[config.mk]
export PLATFORM = sky130hd
export DESIGN_NAME = ram_threshold_master
export DESIGN_NICKNAME = d
export VERILOG_FILES = /design/src/rtl/ram_threshold_master.sv
export SDC_FILE = /design/constraint.sdc
export NUM_CORES = 1
export LEC_CHECK = 0
export ABC_AREA = 1
export CAP_MARGIN = 20
export CORE_MARGIN = 2
export CORE_UTILIZATION = 40
export DETAILED_ROUTE_END_ITERATION = 7
export GPL_TIMING_DRIVEN = 0
export PLACE_DENSITY_LB_ADDON = 0.15
export SLEW_MARGIN = 20
export SYNTH_ARGS = -nofsm -noshare
export SYNTH_HDL_FRONTEND = slang
export SYNTH_SLANG_ARGS = --single-unit
[constraint.sdc]
create_clock -name clk -period 1.5 [get_ports clk]
set_input_delay 0.3 -clock clk [delete_from_list [all_inputs] [get_ports clk]]
set_output_delay 0.3 -clock clk [all_outputs]
set_load 0.01 [all_outputs]
[src/rtl/ram_threshold_master.sv]
// Streams a 2**ADDR_W-word frame through a RAM: read, compare with a latched threshold, write back 0/all-ones.
// Optional foreground pixel counter built only when THRESH_FG_COUNT_EN is defined; otherwise fg_count is tied to 0.
`timescale 1ns/1ps
module ram_threshold_master #(
   parameter int DATA_W = 16,
   parameter int ADDR_W = 10
) (
   input  logic              clk,
   input  logic              rst_n,
   input  logic              start,
   input  logic [DATA_W-1:0] thr,
   output logic              mod_en,
   output logic              wr_en,
   output logic              rd_en,
   output logic [ADDR_W-1:0] addr_in,
   output logic [DATA_W-1:0] data_in,
   input  logic [DATA_W-1:0] data_o,
   output logic              busy,
   output logic              done,
   output logic [ADDR_W:0]   fg_count
);

   // state | meaning
   // IDLE  | waiting for start; thr latched on acceptance
   // READ  | RAM read of current address
   // WAIT  | read data arrives; thresholded word registered into data_in
   // WRITE | thresholded word written back to current address
   // DONE  | one-cycle completion pulse
   typedef enum logic [2:0] {IDLE, READ, WAIT, WRITE, DONE} state_t;

   localparam logic [ADDR_W-1:0] ADDR_LAST = '1;
   localparam logic [ADDR_W-1:0] ADDR_ONE  = ADDR_W'(1);

   state_t            state;
   logic [DATA_W-1:0] thr_q;

   always_ff @(posedge clk or negedge rst_n) begin
      if (!rst_n) begin
         state   <= IDLE;
         thr_q   <= '0;
         mod_en  <= 1'b0;
         wr_en   <= 1'b0;
         rd_en   <= 1'b0;
         addr_in <= '0;
         data_in <= '0;
         busy    <= 1'b0;
         done    <= 1'b0;
      end else begin
         case (state)
            IDLE: begin
               done <= 1'b0;
               if (start) begin
                  thr_q   <= thr;
                  addr_in <= '0;
                  mod_en  <= 1'b1;
                  rd_en   <= 1'b1;
                  wr_en   <= 1'b0;
                  busy    <= 1'b1;
                  state   <= READ;
               end
            end
            READ: begin
               mod_en <= 1'b0;
               rd_en  <= 1'b0;
               wr_en  <= 1'b0;
               state  <= WAIT;
            end
            WAIT: begin
               data_in <= (data_o >= thr_q) ? '1 : '0;
               mod_en  <= 1'b1;
               wr_en   <= 1'b1;
               rd_en   <= 1'b0;
               state   <= WRITE;
            end
            WRITE: begin
               wr_en <= 1'b0;
               if (addr_in == ADDR_LAST) begin
                  mod_en <= 1'b0;
                  rd_en  <= 1'b0;
                  busy   <= 1'b0;
                  done   <= 1'b1;
                  state  <= DONE;
               end else begin
                  addr_in <= addr_in + ADDR_ONE;
                  mod_en  <= 1'b1;
                  rd_en   <= 1'b1;
                  state   <= READ;
               end
            end
            DONE: begin
               done  <= 1'b0;
               state <= IDLE;
            end
            default: begin
               mod_en <= 1'b0;
               wr_en  <= 1'b0;
               rd_en  <= 1'b0;
               busy   <= 1'b0;
               done   <= 1'b0;
               state  <= IDLE;
            end
         endcase
      end
   end

`ifdef THRESH_FG_COUNT_EN
   localparam logic [ADDR_W:0] FG_ONE = (ADDR_W+1)'(1);

   logic [ADDR_W:0] fg_q;

   // One extra bit so a fully-foreground frame (2**ADDR_W) is representable.
   always_ff @(posedge clk or negedge rst_n) begin
      if (!rst_n) begin
         fg_q <= '0;
      end else if (state == IDLE && start) begin
         fg_q <= '0;
      end else if (state == WRITE && (&data_in)) begin
         fg_q <= fg_q + FG_ONE;
      end
   end

   assign fg_count = fg_q;
`else
   assign fg_count = '0;
`endif

endmodule

Yosys cells after proc, flatten, opt, wreduce, memory -nomap -nowiden
Index checks and enable logic that the tools add are counted.
{"block": "op_classes", "addsub": 1, "n_reduce_logical": 9, "n_eq_ne": 8, "mux": 17, "n_bitwise": 3, "n_lt_le_gt_ge": 1}
{"operator": "$mux 10", "n": 2}
{"operator": "$pmux 10 s2", "n": 1}
{"operator": "$ge 16x16->1", "n": 1}
{"operator": "$mux 16", "n": 1}
{"operator": "$pmux 3 s4", "n": 1}
{"operator": "$add 10x1->10 const B", "n": 1}
{"operator": "$eq 10x10->1 const B", "n": 1}
{"operator": "$pmux 1 s3", "n": 3}
{"operator": "$eq 3x2->1 const B", "n": 2}
{"operator": "$mux 3", "n": 2}
{"operator": "$ne 2x2->1 const B", "n": 3}
{"operator": "$reduce_and 2->1", "n": 3}
{"operator": "$reduce_and 3->1", "n": 2}
{"operator": "$mux 1", "n": 5}
{"operator": "$pmux 1 s4", "n": 1}
{"operator": "$eq 3x1->1 const B", "n": 1}
{"operator": "$eq 3x3->1 const B", "n": 1}
{"operator": "$logic_not 3->1", "n": 1}
{"operator": "$not 1->1", "n": 3}
{"operator": "$reduce_or 3->1", "n": 1}
{"operator": "$pmux 1 s2", "n": 1}
{"operator": "$reduce_bool 2->1", "n": 1}
{"operator": "$reduce_or 2->1", "n": 1}
{"block": "word_totals", "output_inout_bits": 42, "ff_bits": 50, "word_cells": 48, "in_bits": 35}

Logic depth before layout (Yosys ltp)
{"block": "logic_depth", "ltp_word": 4, "ltp_mapped": 11, "depth_no_buf": 11}

Least setup slack after synthesis
Ideal clock, no wire load.
{"block": "synth_path", "path_type": "flip-flop to flip-flop", "startpoint": "register addr_in[0]", "endpoint": "register busy", "synth_period_minus_slack_ns": 1.429, "arrival_time_ns": 1.308, "path_buffers": 0, "t_required_ns": 1.379, "setup_time_ns": 0.121, "path_stages_with_launch": 9, "setup_slack_ns": 0.071, "cell_sequence": "dfrtp_1 ha_1 nand2_1 nor2_2 nand3_2 nand2_4 nand2_1 o21ai_1 nand2_1"}
{"block": "synth_via", "elab_chain_cells": 3}
{"item": "start: declaration", "line_no": "15", "text": "output logic [ADDR_W-1:0] addr_in,"}
{"item": "start signal: assignment", "line_no": "84", "text": "addr_in <= addr_in + ADDR_ONE;"}
{"item": "$eq 10x10->1", "line_no": "77", "text": "if (addr_in == ADDR_LAST) begin"}
{"item": "$ne 2x2->1 (no source line)"}
{"item": "$reduce_and 3->1 (no source line)"}
{"item": "end signal: assignment", "line_no": "58", "text": "busy <= 1'b1;"}
{"item": "end signal: assignment", "line_no": "80", "text": "busy <= 1'b0;"}
{"item": "end signal: assignment", "line_no": "98", "text": "busy <= 1'b0;"}
{"item": "end: declaration", "line_no": "18", "text": "output logic busy,"}
No other way between the ends.
A chain may end at the register's enable or synchronous reset.

Worst setup path after layout
{"block": "layout_path", "startpoint": "register done", "endpoint": "output port done"}
{"item": "start: declaration", "line_no": "19", "text": "output logic done,"}
{"item": "start signal: assignment", "line_no": "47", "text": "done <= 1'b0;"}
{"item": "start signal: assignment", "line_no": "51", "text": "done <= 1'b0;"}
{"item": "start signal: assignment", "line_no": "81", "text": "done <= 1'b1;"}
No word-level cell between the ends.

==> reports/results.ini <==
[status]
run_status = finished clean

[setup_path]
timing.critical_path.max_delay_family = buffers and inverters
critical_path_at_ns = 1.16
crit_chain = clkdlybuf4s50_1
worst_path_max_delay_cell = sky130_fd_sc_hd__clkdlybuf4s50_1
timing.reg2reg.setup_slack_ns = 0.05
cp.buffers_inverters = 1
critPathLaunchType = flip-flop
timing.critical_path.fanout_max = 2
cp_data_required_time_ns = 1.20
critical_path_class = reg2out
critPathMaxStageDelay_ns = 0.53
worstSetupEndpointType = primary output

[layout]
most_common_cell_after_layout_fill_and_taps_aside = sky130_fd_sc_hd__buf_4
num_antenna_cells = 0
post_route_cells_drive_above_1_share = 0.311
synthToLayoutAreaGrowth_pct = 54.3
layout_common_cells = sky130_fd_sc_hd__buf_4 (42), sky130_fd_sc_hd__nand2_1 (39), sky130_fd_sc_hd__dfrtp_1 (33), sky130_fd_sc_hd__inv_1 (30), sky130_fd_sc_hd__clkdlybuf4s50_1 (28)
num-nets-final = 409

[floorplanning]
floorplan.io_pins = 77
placeableCoreArea_um2 = 5110
std_cell_rows = 26
die_y_um = 76.7
initial_utilization = 0.414
chipWidth_um = 76.7
design.die.area_um2 = 5890

[sta]
final_min_period_over_clock_period = 0.975
hold_viol = 0
grt_setup_unrepaired = yes
layout_setup_ws_ns = 0.0376
clock_skew_ns = 0.00622
finalSetupViolations = 0
final-max-slew-violation-count = 0
max_freq_mhz = 684
period_needed_ns = 1.46
timing.setup.tns_ns = 0

[clock_network]
clk_pin_slew_ns = 0.07
worst_skew_pair.late_latency_ns = 0.29
htree_depth = 2
ctsRootBufferMaster = sky130_fd_sc_hd__clkbuf_8
clock_sink_count = 35
cts.path.max_buffers = 2
tritoncts = built
cts_buf_count = 5

[power_and_ir_drop]
power.total_mw = 5.66
total_leakage_power_nw = 1.82
powerDensity_nw_per_um2 = 1730
vdd_drop_max_mv = 1.10

[detailed_routing]
met1_wire_length_um = 2120
detailroute.via_count = 1896
postRouteAntennaNets = 0
met2RoutedLength_um = 2450
finalWirelength_um = 4970
drt_pass1_iterations = 4
drc = 0
initialDrtViolationCount = 63
met3WireLength_um = 343
vias_per_cell = 4.44
detail_route.wl_per_cell_um = 11.6
highest_signal_layer = met4

[synthesis]
synth.yosys.warnings = 0
syn-instance-count = 258
syn_avg_cell_area_um2 = 8.20
synth_cell_type_count = 30
seq_area_frac_synth = 0.414
post_synth_instance_area_um2 = 2120
ys_ff_latch = 35

[placed_design]
placement.io_buffers = 65
detailedPlacementHpwl_um = 3510
pre_cts_slack_ns = -0.261
routabilityCongestion = 0.859

[global_routing]
grt_pass1_vias = 1816
grt_pass1_wl_um = 8070
grt_max_degree = 21
global_route.usage.total = 0.169
grt_remaining_overflow = 0
antenna_found_initial = 0

[worst_hold_path]
timing.hold.worst.class = reg2reg

[flow_run]
max_cap_violations = 0

cell usage after synthesis:
master,instances,area share
sky130_fd_sc_hd__clkinv_2,1,0.0024
sky130_fd_sc_hd__inv_1,38,0.067
sky130_fd_sc_hd__nor2_1,27,0.048
sky130_fd_sc_hd__conb_1,1,0.0018
sky130_fd_sc_hd__o22ai_1,3,0.0089
sky130_fd_sc_hd__nor2_2,1,0.0030
sky130_fd_sc_hd__and2_1,1,0.0030
sky130_fd_sc_hd__nand3_1,8,0.019
sky130_fd_sc_hd__a21oi_1,24,0.057
sky130_fd_sc_hd__inv_2,2,0.0035
sky130_fd_sc_hd__nand2_2,1,0.0030
sky130_fd_sc_hd__o21ai_2,1,0.0041
sky130_fd_sc_hd__buf_4,26,0.092
sky130_fd_sc_hd__dfrtp_1,35,0.41
sky130_fd_sc_hd__o21bai_1,1,0.0035
sky130_fd_sc_hd__o21ai_0,2,0.0047
sky130_fd_sc_hd__o211ai_1,1,0.0035
sky130_fd_sc_hd__or2_2,2,0.0059
sky130_fd_sc_hd__nand4_1,2,0.0059
sky130_fd_sc_hd__mux2_2,1,0.0053
sky130_fd_sc_hd__buf_2,3,0.0071
sky130_fd_sc_hd__o31ai_1,1,0.0035
sky130_fd_sc_hd__ha_1,17,0.10
sky130_fd_sc_hd__nand3_2,1,0.0047
sky130_fd_sc_hd__nor3_2,1,0.0047
sky130_fd_sc_hd__xor2_1,5,0.021
sky130_fd_sc_hd__nand2_1,44,0.078
sky130_fd_sc_hd__nand2_4,2,0.011
sky130_fd_sc_hd__nor3_1,2,0.0047
sky130_fd_sc_hd__o21ai_1,4,0.0095
cell families (layout without fill, tap and decap cells):
kind of cell / count (synthesis) / after routing / share of synthesized area
flip-flops: 35 / 35 / 0.414
AND/OR/NAND/NOR: 92 / 92 / 0.190
other: 1 / 11 / 0.00177
buffers and inverters: 70 / 159 / 0.173
XOR/XNOR: 5 / 5 / 0.0207
adder cells (fa/ha/maj): 17 / 17 / 0.101
multiplexers: 1 / 1 / 0.00532
AO/OA/AOI/OAI: 37 / 37 / 0.0946
per-stage QoR:
stage | instance area [µm²] | hold slack [ns] | std cells | util
after floorplan | 2150 | 0.00441 | 268 | -
after global placement | 2890 | 0.455 | 403 | 0.566
after detailed placement | 2910 | 0.261 | 404 | 0.571
after CTS | 3080 | 0.475 | 420 | 0.603
after global routing | 3260 | 0.494 | 427 | 0.639
final | 3260 | 0.464 | 427 | 0.639
power by group:
group | internal, mW | leakage (nW) | total [mW] | switching [mW]
logic | 1.65 | 1.36 | 3.39 | 1.74
registers | 1.36 | 0.415 | 1.57 | 0.213
clock network | 0.360 | 0.0470 | 0.696 | 0.336
registers in the layout, indices dropped and copies added (netlist names):
name and count:
wr_en 1, thr_q 16, addr_in 10, done 1, busy 1, data_in 1
rd_en 1, state 3, mod_en 1
path summary, 6_finish.rpt:
path | cells after the start | start | end
setup reg to reg | 8 | addr_in[1]$_DFFE_PN0P_ | busy$_DFFE_PN0P_
max in group asynchronous | 3 | rst_n | addr_in[5]$_DFFE_PN0P_
hold reg to reg | 2 | wr_en$_DFFE_PN0P_ | wr_en$_DFFE_PN0P_
hold / removal | 2 | wr_en$_DFFE_PN0P_ | wr_en$_DFFE_PN0P_
setup / recovery | 1 | done$_DFFE_PN0P_ | done
min in group asynchronous | 2 | rst_n | thr_q[1]$_DFFE_PN0P_
area by class of cell:
| class | instances | area [µm²] |
|---|---|---|
| buffer | 29 | 210 |
| clock buffer | 6 | 82.6 |
| clock inverter | 1 | 5.00 |
| fill | 472 | 1840 |
| inverter | 41 | 161 |
| multi-input combinational | 163 | 1070 |
| sequential | 35 | 878 |
| tap | 70 | 87.6 |
| timing repair buffer | 82 | 771 |
layer usage:
layer / up-vias / global-route usage
met3: 6 / 0.0482
li1: 975 / -
met4: 0 / 0.0436
met2: 59 / 0.285
met1: 856 / 0.212
met5: - / 0
tightest hold or removal path, stage by stage (launching register included):
cell                      delay [ns]
sky130_fd_sc_hd__dfrtp_1        0.34
sky130_fd_sc_hd__nand2_1        0.05
sky130_fd_sc_hd__nand2_1        0.04
repair_timing:
action                                 4_1_cts  5_1_grt
setup endpoints to repair                   38       38
resized for setup                           45       63
hold buffers                                 1        0
pin swaps                                    0       23
setup buffers                                8        7
endpoints found under the hold margin       15        0
Power figures use the tool's default switching activity.
